### src/rtl/controller_pulse_reset_pio.sv
// Avalon-MM output PIO driving reset/enable lines, with set/clear/toggle and a timed-pulse engine.
// Optional pulse-done interrupt: define CONTROLLER_PIO_PULSE_IRQ_EN to add the irq port.
module controller_pulse_reset_pio #(
  parameter int unsigned      WIDTH       = 8,
  parameter logic [WIDTH-1:0] RESET_VALUE = '0,
  parameter int unsigned      CNT_W       = 16,
  parameter int unsigned      LEN_DEFAULT = 16
) (
  input  logic             clk,
  input  logic             reset_n,
  input  logic [2:0]       address,
  input  logic             chipselect,
  input  logic             write_n,
  input  logic [31:0]      writedata,
  output logic [31:0]      readdata,
  output logic [WIDTH-1:0] out_port
`ifdef CONTROLLER_PIO_PULSE_IRQ_EN
  ,
  output logic             irq
`endif
);

  localparam logic [2:0] ADDR_DATA   = 3'd0;
  localparam logic [2:0] ADDR_LEN    = 3'd1;
  localparam logic [2:0] ADDR_PULSE  = 3'd2;
  localparam logic [2:0] ADDR_STATUS = 3'd3;
  localparam logic [2:0] ADDR_SET    = 3'd4;
  localparam logic [2:0] ADDR_CLR    = 3'd5;
  localparam logic [2:0] ADDR_TOGGLE = 3'd6;

  typedef enum logic {IDLE, ACTIVE} state_t;

  state_t           r_state, w_state_nxt;
  logic [WIDTH-1:0] r_data_out, w_data_nxt;
  logic [WIDTH-1:0] r_pulse_mask, w_mask_nxt;
  logic [CNT_W-1:0] r_count, w_count_nxt;
  logic [CNT_W-1:0] r_pulse_len, w_len_nxt;
  logic             w_irq_pend;
  logic             w_wr;
  logic             w_expire;
  logic [WIDTH-1:0] w_wd;
  logic [CNT_W-1:0] w_load;
  logic             w_unused;

  assign w_wr     = chipselect & ~write_n;
  assign w_wd     = writedata[WIDTH-1:0];
  assign w_load   = (r_pulse_len == '0) ? CNT_W'(1) : r_pulse_len;
  assign w_expire = (r_state == ACTIVE) && (r_count == CNT_W'(1));
  assign w_unused = ^writedata;
  assign out_port = r_data_out;

`ifdef CONTROLLER_PIO_PULSE_IRQ_EN
  logic r_irq_pend, w_irq_nxt;
  assign w_irq_pend = r_irq_pend;
  assign irq        = r_irq_pend;
`else
  assign w_irq_pend = 1'b0;
`endif

  always_ff @(posedge clk or negedge reset_n) begin
    if (!reset_n) r_state <= IDLE;
    else          r_state <= w_state_nxt;
  end

  always_ff @(posedge clk or negedge reset_n) begin
    if (!reset_n) begin
      r_data_out   <= RESET_VALUE;
      r_pulse_mask <= '0;
      r_count      <= '0;
      r_pulse_len  <= CNT_W'(LEN_DEFAULT);
`ifdef CONTROLLER_PIO_PULSE_IRQ_EN
      r_irq_pend   <= 1'b0;
`endif
    end else begin
      r_data_out   <= w_data_nxt;
      r_pulse_mask <= w_mask_nxt;
      r_count      <= w_count_nxt;
      r_pulse_len  <= w_len_nxt;
`ifdef CONTROLLER_PIO_PULSE_IRQ_EN
      r_irq_pend   <= w_irq_nxt;
`endif
    end
  end

  // Expiry is resolved first; a coincident CPU write then acts on the post-expiry values.
  always_comb begin
    w_state_nxt = r_state;
    w_data_nxt  = r_data_out;
    w_mask_nxt  = r_pulse_mask;
    w_count_nxt = r_count;
    w_len_nxt   = r_pulse_len;
`ifdef CONTROLLER_PIO_PULSE_IRQ_EN
    w_irq_nxt   = r_irq_pend;
`endif

    if (w_expire) begin
      w_data_nxt  = r_data_out & ~r_pulse_mask;
      w_mask_nxt  = '0;
      w_count_nxt = '0;
      w_state_nxt = IDLE;
`ifdef CONTROLLER_PIO_PULSE_IRQ_EN
      w_irq_nxt   = 1'b1;
`endif
    end else if (r_state == ACTIVE) begin
      w_count_nxt = r_count - CNT_W'(1);
    end

    if (w_wr) begin
      case (address)
        ADDR_DATA: begin
          w_data_nxt  = w_wd;
          w_mask_nxt  = '0;
          w_count_nxt = '0;
          w_state_nxt = IDLE;
        end
        ADDR_LEN: w_len_nxt = writedata[CNT_W-1:0];
        ADDR_PULSE: begin
          if (w_wd != '0) begin
            w_data_nxt  = w_data_nxt | w_wd;
            w_mask_nxt  = w_mask_nxt | w_wd;
            w_count_nxt = w_load;
            w_state_nxt = ACTIVE;
          end
        end
`ifdef CONTROLLER_PIO_PULSE_IRQ_EN
        ADDR_STATUS: begin
          if (writedata[1] && !w_expire) w_irq_nxt = 1'b0;
        end
`endif
        ADDR_SET, ADDR_CLR, ADDR_TOGGLE: begin
          if (address == ADDR_SET)      w_data_nxt = w_data_nxt | w_wd;
          else if (address == ADDR_CLR) w_data_nxt = w_data_nxt & ~w_wd;
          else                          w_data_nxt = w_data_nxt ^ w_wd;
          w_mask_nxt = w_mask_nxt & ~w_wd;
          if (w_mask_nxt == '0) begin
            w_state_nxt = IDLE;
            w_count_nxt = '0;
          end
        end
        default: ;
      endcase
    end
  end

  always_comb begin
    readdata = '0;
    case (address)
      ADDR_DATA:   readdata[WIDTH-1:0] = r_data_out;
      ADDR_LEN:    readdata[CNT_W-1:0] = r_pulse_len;
      ADDR_PULSE:  readdata[WIDTH-1:0] = r_pulse_mask;
      ADDR_STATUS: readdata[1:0]       = {w_irq_pend, r_state == ACTIVE};
      default:     readdata            = '0;
    endcase
  end

endmodule

### config.mk
export PLATFORM = sky130hd
export DESIGN_NAME = controller_pulse_reset_pio
export DESIGN_NICKNAME = d
export VERILOG_FILES = /design/src/rtl/controller_pulse_reset_pio.sv
export SDC_FILE = /design/constraint.sdc
export NUM_CORES = 1
export LEC_CHECK = 0
export CAP_MARGIN = 20
export CORE_UTILIZATION = 45
export CTS_CLUSTER_SIZE = 8
export DETAILED_ROUTE_END_ITERATION = 8
export PLACE_DENSITY_LB_ADDON = 0.12
export SKIP_CTS_REPAIR_TIMING = 1
export SLEW_MARGIN = 40
export SYNTH_ARGS = -nofsm -noshare
export SYNTH_HDL_FRONTEND = slang
export SYNTH_SLANG_ARGS = --single-unit
### constraint.sdc
create_clock -name clk -period 8.45 [get_ports clk]
set_input_delay 1.2675 -clock clk [delete_from_list [all_inputs] [get_ports clk]]
set_output_delay 1.2675 -clock clk [all_outputs]
set_load 0.03 [all_outputs]
Yosys cells after proc, flatten, opt, wreduce, memory -nomap -nowiden:

Index checks and enable logic that the tools add are counted.

* divide/modulo/power cells: 0
* add/subtract/negate cells: 1
* bitwise logic cells: 10
* shift-type cells: 0
* reduce and logical (&&, ||, !) cells: 7
* muxes and demuxes: 25
* equal/unequal tests: 7
* multipliers: 0
* $lt $le $gt $ge: 0

Operators with widths (count)
* $mux 16: 6
* $mux 8: 9
* $pmux 16 s3: 1
* $pmux 8 s3: 2
* $and 8x8->8: 3
* $pmux 6 s3: 1
* $eq 16x1->1 const B: 1
* $logic_not 16->1: 1
* $not 8->8: 2
* $or 8x8->8: 2
* $sub 16x1->16 const B: 1
* $eq 3x3->1 const B: 3
* $logic_not 8->1: 1
* $pmux 2 s4: 1
* $reduce_bool 8->1: 1
* $xor 8x8->8: 1
* $eq 3x2->1 const B: 2
* $mux 1: 4
* $eq 3x1->1 const B: 1
* $logic_not 3->1: 1
* $pmux 1 s3: 1
* $reduce_or 3->1: 1
* $reduce_and 2->1: 1
* $and 1x1->1: 1
* 2 further kinds: 2

* bits in writable memories: 0
* flip-flop bits (word level): 49
* word-level logic and storage cells: 55
* memory bits (read-only): 0
* latch bits: 0
* output and inout bits: 40
* input bits: 39
* memories kept: 0

Depth between registers and ports, before layout:

Gate-level depths: netlist (run 1).

* depth in word-level cells: 8
* mapped depth: 14
* depth with buffers taken out: 13

Least setup slack after synthesis (run 1):

OpenSTA, ideal clock, no wires.

* path type: in2out
* start point: in address[0]
* end point: out readdata[1]
* stages: 7
* path slack: 4.359 ns
* path buffers: 3
* arrival time: 2.824 ns
* data required time: 7.183 ns
* cells stage by stage: buf_2 clkbuf_1 buf_1 mux2i_1 nor2_1 a21oi_1 nor2_1

* cells in the longest elaborated chain, start to end: 2
* elaborated cells on any way between the ends: 5
* classes of those cells: eq/ne (3); mux (1); reduce/logical (1)

Ends and longest elaborated chain
* start, declared: line 11 `input logic [2:0] address,`
* $eq 3x2->1, or another cell as far along: line 147 `case (address)`
* $pmux 2 s4 *: line 147
* end, declared: line 15 `output logic [31:0] readdata,`

Mark *: on every way between the ends. The rest lies on a longest branch, timed or not.

Worst setup path after layout (run 1):

* start point: in address[2]
* end point: out readdata[0]

The elaborated chain is that of the path after synthesis.

==> out/metrics.yaml, run 1 <==
tightest_slew_ps: 807
ys_types: 51
stdcell_area_um2: 4140
clock-root-buffer: "clkbuf_8"
postPlaceCellArea_um2: 4040
clkTransAtPathRegs_ps: 90
gr-total-overflow: 0
worst_path_most_repeated_cell: "clkdlybuf4s50_1"
fin_tns_setup_ps: 0
cts_buffers: 5
synthArstFlopShare_pct: 100
yosys-top-cells-count: "48 x dfrtp_1, 35 x nor2_1, 33 x o21ai_0, 29 x nand2_1, 26 x inv_1"
fp.dieH_um: 90.9
cts_tree: "done"
whs_path_depth: 2
yosys_warnings: 0
antenna_left: 0
rsz0062_at_grt: "false"
grt_pass1_vias: 3034
fin_nets: 501
power_density_nw_per_um2: 216
crit_chain: "clkdlybuf4s50_1 > clkinv_1 > and2_1 > clkdlybuf4s50_1"
grt_antenna_before_repair: 0
synth_edf_count: 0
ys_seq_elements: 49
routed_wirelength_um: 9280
first_pass_iters: 4
ys_top_cells_by_area: "dfrtp_1 34%, ha_1 6.3%, o21ai_0 4.6%"
die_w_um: 90.9
fmax_mhz: 201
maxCapViolations: 0
fp.dieArea_um2: 8270
drtIter0Drc: 107
io_buffers: 46
required_ps: 7180
power.leakage_nw: 1.75
period_share_pct: 58.9
report.final.slew_viol_count: 0
grt_max_degree: 50
viasPerCell: 5.69
start_util_pct: 46.3
diodes: 0
timing.rr.start: "r_count[1]$_DFF_PN0_"
syn_area_um2: 3560
peakVddDrop_uv: 92.4
hold_viol: 0
gp_congestion: 0.842
vias: 3115
worst-path-max-fanout: 14
synth_most_common_cell: "dfrtp_1"
synth_top_cell_by_area: "dfrtp_1"
clockBufferDepth: 2
grtUsageTotal_pct: 22.9
crit_cells: 4
crit_end: "readdata[0]"
reg2reg_slack_ps: 5280
crit_arrival_ps: 3710
ioPinCount: 79
slowest_delay_ps: 990
drcViolationCount: 0
area_growth_pct: 16.4
fin_worst_skew_ps: 5.79
period_minus_slack_ps: 4970
synth_cells: 407
end_kind: "primary output"
hold_path_class: "flip-flop to flip-flop"
clk_latency_ps: 310
dpl.hpwl_um: 6390
critPathKind: "input pin to primary output"
r2r_cells: 13
htreeDepth: 2
wl_per_cell_um: 17.0
grt_pass1_wl_um: 14900
worstSetupStartpoint: "address[2]"
synth_top_area_share_pct: 33.8
slew_headroom_pct: 46.0
r2r_end: "out_port[1]$_DFF_PN0_"
ys.flop_type: "dfrtp_1"
slowest_stage: "clkdlybuf4s50_1"
outcome: "complete, no violations"
clkSinkCount: 49
crit_family: "buffers and inverters"
ys_seq_area_share_pct: 34.5
setup_viol: 0
rows: 32
avgSynthCellArea_um2: 8.74
final_layout_size_suffix_gt1_share_pct: 10.3
core_area_um2: 7690
crit_path_start_kind: "input pin"
crit_buf_inv: 3
==> how the worst min path moves through the flow <==
stage | from | end
floorplan | r_pulse_len[4]$_DFFE_PN1P_ | r_pulse_len[4]$_DFFE_PN1P_
global placement | r_pulse_len[4]$_DFFE_PN1P_ | r_pulse_len[4]$_DFFE_PN1P_
detailed placement | r_pulse_len[4]$_DFFE_PN1P_ | r_pulse_len[4]$_DFFE_PN1P_
CTS | r_pulse_len[4]$_DFFE_PN1P_ | r_pulse_len[4]$_DFFE_PN1P_
global route | r_pulse_len[15]$_DFFE_PN0P_ | r_pulse_len[15]$_DFFE_PN0P_
finish | r_pulse_len[4]$_DFFE_PN1P_ | r_pulse_len[4]$_DFFE_PN1P_
==> final cells by class <==
cell class	instances	area, um2
repair buffers	51	493
multi-input cells	310	2100
inverters	27	101
flip-flops and latches	49	1230
clock buffers	5	68.8
fillers	757	3550
well taps	102	128
clock inverters	3	21.3
==> worst reg2reg max path, stage by stage, from the launching register on <==
cell	delay, ps
dfrtp_1	400
inv_1	100
ha_1	140
or4b_4	460
nor4_2	280
nand2_1	90
buf_4	250
o21ai_0	350
inv_1	80
ha_1	280
o32a_1	170
o221ai_1	210
nor2_1	60
o21ai_0	200
==> routing by layer <==
metal	global-route usage (%)	share of wire (%)
met5	0	0
met1	30.2	46
met4	7.54	1.4
met2	38.6	49
met3	3.03	3.5
==> state kept, by name, summed over array words and instances, names as in the netlist <==
name and count:
out_port 8, r_count 16, r_pulse_len 16, r_pulse_mask 8
r_state 1
==> stage by stage <==
step                worst slack, ps  hold slack, ps  cells  total power [mW]  utilization [%]
floorplan                      4360             473    422             0.645                -
global placement               3410             500    539             0.741             52.2
detailed placement             3330             508    539             0.752             52.6
CTS                            3330             523    547             0.901             53.7
global route                   3400             590    547             0.959             53.9
finish                         3480             525    547             0.897             53.9
==> cells in the final DEF, fill, tap and decap left out, drive strengths merged, types with 9 or more instances in the layout <==
cell,instances
a22oi,10
ha,18
nor3,11
and2,9
inv,27
clkdlybuf4s50,45
nor2,35
a21oi,23
conb,16
nor4,9
o21ai,43
nor2b,18
nand2,29
dfrtp,48
==> kinds of logic (layout without fill, tap and decap cells) <==
group                    Yosys count  in the layout  synth area share, %
AND/OR/NAND/NOR                  133            133                 20.3
AO/OA/AOI/OAI                    113            113                 21.2
buffers and inverters             63             86                 9.00
flip-flops                        49             49                 34.5
adder cells (fa/ha/maj)           18             18                 6.33
multiplexers                      17             17                 5.42
XOR/XNOR                          13             13                 3.20
other                              1             16                0.105
==> power by group <==
group | switching, mW | internal, mW
Clock | 0.0880 | 0.0590
Sequential | 0.0757 | 0.303
Combinational | 0.202 | 0.168
Power figures use the tool's default switching activity.
==> run 2, diff against run 1 <==
==> constraint.sdc (replaced) <==
create_clock -name clk -period 4.55 [get_ports clk]
set_input_delay 0.6825 -clock clk [delete_from_list [all_inputs] [get_ports clk]]
set_output_delay 0.6825 -clock clk [all_outputs]
set_load 0.03 [all_outputs]
==> run 2 against run 1 <==
  * Register-to-register slack got worse by 3900 ps
  * Global-route usage rose by 0.21 points
  * Critical path type unchanged
  * Non-clock buffer count rose by 4
  * Total power rose by 87%
==> out/metrics.yaml, run 2 (synthesis results as in run 1) <==
outcome: "complete, no violations"
slowest_delay_ps: 800  # -190 ps
vias: 3116  # +0.032%
start_util_pct: 46.3  # unchanged
diodes: 0  # unchanged
slowest_stage: "clkdlybuf4s50_1"
routed_wirelength_um: 9300  # +0.23%
use_met3_pct: 3.37  # +0.34 points
peakVddDrop_uv: 169  # +83%
final_layout_size_suffix_gt1_share_pct: 11.1  # +0.80 points
io_buffers: 46  # unchanged
rsz0062_at_grt: "false"
rows: 32  # unchanged
layout_common_cells: "48 x dfrtp_1, 45 x clkdlybuf4s50_1, 35 x nor2_1, 32 x o21ai_0, 29 x nand2_1"
crit_path_start_kind: "input pin"
grt.met2_usage_pct: 38.0  # -0.57 points
p_total_mw: 1.68  # +87%
critPathKind: "input pin to primary output"
setup_viol: 0  # unchanged
cts_buffers: 5  # unchanged
end_kind: "primary output"
crit_family: "buffers and inverters"
fin_worst_skew_ps: 10.5  # +4.69 ps
reg.largest.list: "r_count: 16 flops, r_pulse_len: 16 flops"
period_share_pct: 77.5
crit_arrival_ps: 2840  # -870 ps
required_ps: 3870  # -3310 ps
slew_headroom_pct: 49.2  # +3.2 points
fmax_mhz: 284
fin_util_pct: 54.2  # +0.34 points
power_density_nw_per_um2: 403  # +86%
power.leakage_nw: 1.77  # +0.97%
fp.dieH_um: 90.9  # unchanged
stdcell_area_um2: 4170  # +0.63%
fin_nets: 505  # +0.80%
tightest_slew_ps: 759  # -47.6 ps
grtUsageTotal_pct: 23.1  # +0.21 points
clockBufferDepth: 2  # unchanged
reg2reg_slack_ps: 1420  # -3860 ps
wl_per_cell_um: 16.9  # -0.50%
worst_path_most_repeated_cell: "clkdlybuf4s50_1"
worst-path-max-fanout: 14  # unchanged
clkTransAtPathRegs_ps: 100  # about the same
htreeDepth: 2  # unchanged
fillers: 745  # -1.6%
viasPerCell: 5.66  # -0.69%
postPlaceCellArea_um2: 4070  # +0.65%
core_area_um2: 7690  # unchanged
fin_tns_setup_ps: 0  # unchanged
maxCapViolations: 0  # unchanged
clock-root-buffer: "clkbuf_8"
clk_latency_ps: 320  # about the same
met1_usage_pct: 30.1  # -0.095 points
grt_pass1_vias: 3045  # +0.36%
cts_tree: "done"
period_minus_slack_ps: 3520
antenna_left: 0  # unchanged
hold_viol: 0  # unchanged
grt_antenna_before_repair: 0  # unchanged
whs_ps: 466  # -58.7 ps
fp.dieArea_um2: 8270  # unchanged
clkSinkCount: 49  # unchanged
dpl.hpwl_um: 6470  # +1.3%
crit_buf_inv: 3  # unchanged
gr-total-overflow: 0  # unchanged
report.final.slew_viol_count: 0  # unchanged
hold_path_class: "input pin to asynchronous set/reset pin"
area_growth_pct: 17.1
crit_chain: "clkdlybuf4s50_1 > nor3b_1 > buf_4 > and2_1 > clkdlybuf4s50_1"
ioPinCount: 79  # unchanged
final_common_cell: "dfrtp_1"
grt_busiest_layer: "met2"
die_w_um: 90.9  # unchanged
grt_pass1_wl_um: 15100  # +1.1%
gp_congestion: 0.866  # +2.8%
first_pass_iters: 5  # +1
drcViolationCount: 0  # unchanged
grt_max_degree: 50  # unchanged
drtIter0Drc: 138  # +29%
[run 2: per-layer routing]
metal	up-vias	share of wire, %
met2	88	47
met1	1498	46
met3	24	4.2
li1	1506	-
met4	0	2.7
met5	-	0
[run 2: area by class of cell]
cell class	instances	area, um2	area share, %
flip-flops and latches	49	1230	29.5
clock inverters	3	26.3	0.630
well taps	102	128	3.06
inverters	27	101	2.43
multi-input cells	310	2090	50.2
repair buffers	55	523	12.5
clock buffers	5	68.8	1.65
[run 2: path summary, 6_finish.rpt]
kind / from / to / cells after the start
max: address[2] / readdata[10] / 5
min: reset_n / r_count[0]$_DFF_PN0_ / 2
max reg2reg: r_count[1]$_DFF_PN0_ / out_port[1]$_DFF_PN0_ / 13
min reg2reg: r_pulse_len[4]$_DFFE_PN1P_ / r_pulse_len[4]$_DFFE_PN1P_ / 2
max in group asynchronous: reset_n / r_pulse_mask[4]$_DFF_PN0_ / 2
min in group clk: r_pulse_len[4]$_DFFE_PN1P_ / r_pulse_len[4]$_DFFE_PN1P_ / 2
[run 2: stage by stage]
step	instances	worst slack (ps)
2_1_floorplan	422	1630
3_3_place_gp	543	899
3_5_place_dp	543	1020
4_1_cts	551	1040
5_1_grt	551	942
6_report	551	1030
[run 2: worst reg2reg max path, delay by kind of cell (launching register included)]
kind	cells	cell delay (ps)
buffers and inverters	3	410
AO/OA/AOI/OAI	4	910
adder cells (fa/ha/maj)	2	420
flip-flops	1	400
AND/OR/NAND/NOR	4	890
[run 2: report_power, final]
part | internal [mW] | switching, mW | leakage (nW)
clock | 0.112 | 0.171 | 0.0423
combinational | 0.314 | 0.377 | 1.12
sequential | 0.563 | 0.142 | 0.607
==> run 3, diff against run 2 <==
==> constraint.sdc (replaced) <==
create_clock -name clk -period 2.85 [get_ports clk]
set_input_delay 0.4275 -clock clk [delete_from_list [all_inputs] [get_ports clk]]
set_output_delay 0.4275 -clock clk [all_outputs]
set_load 0.03 [all_outputs]
==> run 3 against run 2 <==
  * Via count increased by 8.3%
  * Clock skew up 4.0 ps
  * Die area unchanged
  * Largest power group is now combinational logic
  * The run now ends with setup timing left
==> out/metrics.yaml, run 3 (synthesis results as in run 1) <==
outcome: "finished with violations"
violations: "setup timing"
slew_headroom_pct: 61.9  # +13 points
gr-total-overflow: 0  # unchanged
hold_path_class: "input pin to asynchronous set/reset pin"
wl_per_cell_um: 16.7  # -1.1%
rsz0062_at_grt: "true"
crit_arrival_ps: 3110  # +270 ps
antenna_left: 0  # unchanged
die_w_um: 90.9  # unchanged
reg.largest.list: "r_count: 16 flops, r_pulse_len: 16 flops"
fin_worst_skew_ps: 14.5  # +3.98 ps
io_buffers: 46  # unchanged
period_minus_slack_ps: 2900
viasPerCell: 5.57  # -1.5%
rows: 32  # unchanged
layout_common_cells: "77 x buf_4, 48 x dfrtp_1, 35 x nor2_1, 29 x clkdlybuf4s50_1, 28 x nand2_1"
clkSinkCount: 49  # unchanged
crit_buf_inv: 4  # +1
pwr-share-clk_pct: 14.6  # -2.3 points
fmax_mhz: 344
tightest_slew_ps: 571  # -188 ps
final_common_cell: "buf_4"
crit_family: "simple AND/OR/NAND/NOR gates"
fin_tns_setup_ps: -109  # -109 ps
cts_buffers: 5  # unchanged
diodes: 0  # unchanged
power.leakage_nw: 2.08  # +18%
clock-root-buffer: "clkbuf_8"
period_share_pct: 102
dpl.hpwl_um: 7350  # +14%
required_ps: 3060  # -810 ps
crit_chain: "inv_2 > ha_4 > or4b_4 > nor4_4 > nand2_2 > buf_6 > buf_6 > o21ai_4 > inv_1 > ha_2 > o32a_1 > o221ai_2 > nor2_1 > o21ai_1"
fin_cells: 606  # +10%
crit_path_start_kind: "flip-flop"
core_area_um2: 7690  # unchanged
peakVddDrop_uv: 283  # +68%
worst-path-max-fanout: 5  # -9
internal_power_mw: 1.79  # +81%
power_density_nw_per_um2: 637  # +58%
vias: 3376  # +8.3%
fin_nets: 560  # +11%
clkTransAtPathRegs_ps: 110  # about the same
grt_pass1_vias: 3272  # +7.5%
end_kind: "flip-flop"
hold_viol: 0  # unchanged
p_comb_share_pct: 49.2  # +8.0 points
clk_latency_ps: 310  # about the same
grt_pass1_wl_um: 16000  # +6.1%
maxCapViolations: 0  # unchanged
fp.dieArea_um2: 8270  # unchanged
drtIter0Drc: 166  # +20%
final_layout_size_suffix_gt1_share_pct: 27.8  # +17 points
gp_congestion: 0.938  # +8.3%
ioPinCount: 79  # unchanged
switching_share_pct: 40.2  # -0.86 points
report.final.slew_viol_count: 0  # unchanged
fillers: 702  # -5.8%
seqPwrFrac_pct: 36.2  # -5.8 points
routed_wirelength_um: 10100  # +8.8%
cts_tree: "done"
htreeDepth: 2  # unchanged
whs_ps: 93.5  # -373 ps
area_growth_pct: 32.3
numPlacedInstances: 593  # +9.2%
grt_antenna_before_repair: 0  # unchanged
fp.dieH_um: 90.9  # unchanged
start_util_pct: 46.3  # unchanged
drcViolationCount: 0  # unchanged
p_switching_mw: 1.21  # +75%
clockBufferDepth: 2  # unchanged
slowest_stage: "or4b_4"
slowest_delay_ps: 470  # -330 ps
grtUsageTotal_pct: 24.4  # +1.4 points
first_pass_iters: 4  # -1
critPathKind: "flip-flop to flip-flop"
setup_viol: 4  # +4
worst_path_most_repeated_cell: "buf_6"
grt_max_degree: 29  # -42%
fin_ws_ps: -54.1  # -1080 ps
## run 3: changes by cell type in the layout (fill, tap and decap cells not counted), sizes merged
cell and change:
clkdlybuf4s50 -16, clkinvlp -1, clkinv +1, buf +71
## run 3: per-stage QoR
step / setup slack [ps] / instance area [um2] / total power, mW / util, %
detailed placement: -141 / 4390 / 2.44 / 57.1
finish: -54.1 / 4710 / 3.00 / 61.3
global placement: -93.5 / 4380 / 2.41 / 57.0
floorplan: 204 / 3610 / 1.91 / -
global route: -178 / 4710 / 3.20 / 61.3
CTS: -170 / 4490 / 2.89 / 58.3
## run 3: cell type report
| class | instances | area, um2 | share of cell area, % |
|---|---|---|---|
| Multi-Input combinational cell | 310 | 2250 | 47.8 |
| Sequential cell | 49 | 1230 | 26.1 |
| Timing Repair Buffer | 110 | 907 | 19.3 |
| Tap cell | 102 | 128 | 2.71 |
| Inverter | 27 | 101 | 2.15 |
| Clock buffer | 5 | 68.8 | 1.46 |
| Clock inverter | 3 | 25.0 | 0.531 |
## run 3: routing by layer
metal  vias to the layer above  GRT usage, %  share of wire [%]
met1                      1657          32.1                 45
met3                        19          2.53                3.8
met5                         -             0                  0
met2                        86          42.5                 50
li1                       1614             -                  -
met4                         0          6.88                1.8
## run 3: power by group through the flow
| stage | clock network, mW | registers (mW) | logic, mW |
|---|---|---|---|
| 3_5_place_dp | 0 | 1.08 | 1.36 |
| 2_1_floorplan | 0 | 1.11 | 0.800 |
| 5_1_grt | 0.471 | 1.11 | 1.62 |
| 4_1_cts | 0.451 | 1.07 | 1.37 |
| 6_report | 0.438 | 1.09 | 1.48 |
| 3_3_place_gp | 0 | 1.08 | 1.33 |
## run 3: path summary, 6_finish.rpt
check	start	endpoint	slack [ps]	depth (start not counted)
setup / recovery	r_count[1]$_DFF_PN0_	out_port[0]$_DFF_PN0_	-50	14
hold / removal	reset_n	out_port[6]$_DFF_PN0_	90	1
setup reg to reg	r_count[1]$_DFF_PN0_	out_port[0]$_DFF_PN0_	-50	14
hold reg to reg	r_pulse_len[4]$_DFFE_PN1P_	r_pulse_len[4]$_DFFE_PN1P_	520	2
max in group asynchronous	reset_n	r_pulse_len[4]$_DFFE_PN1P_	1930	2
min in group clk	r_pulse_len[4]$_DFFE_PN1P_	r_pulse_len[4]$_DFFE_PN1P_	520	2
## run 3: worst reg2reg max path: stages, from the launching register on
cell and delay, ps:
dfrtp_1 400, inv_2 80, ha_4 110, or4b_4 470
nor4_4 360, nand2_2 130, buf_6 160, buf_6 120
o21ai_4 160, inv_1 60, ha_2 310, o32a_1 150
o221ai_2 100, nor2_1 130, o21ai_1 60
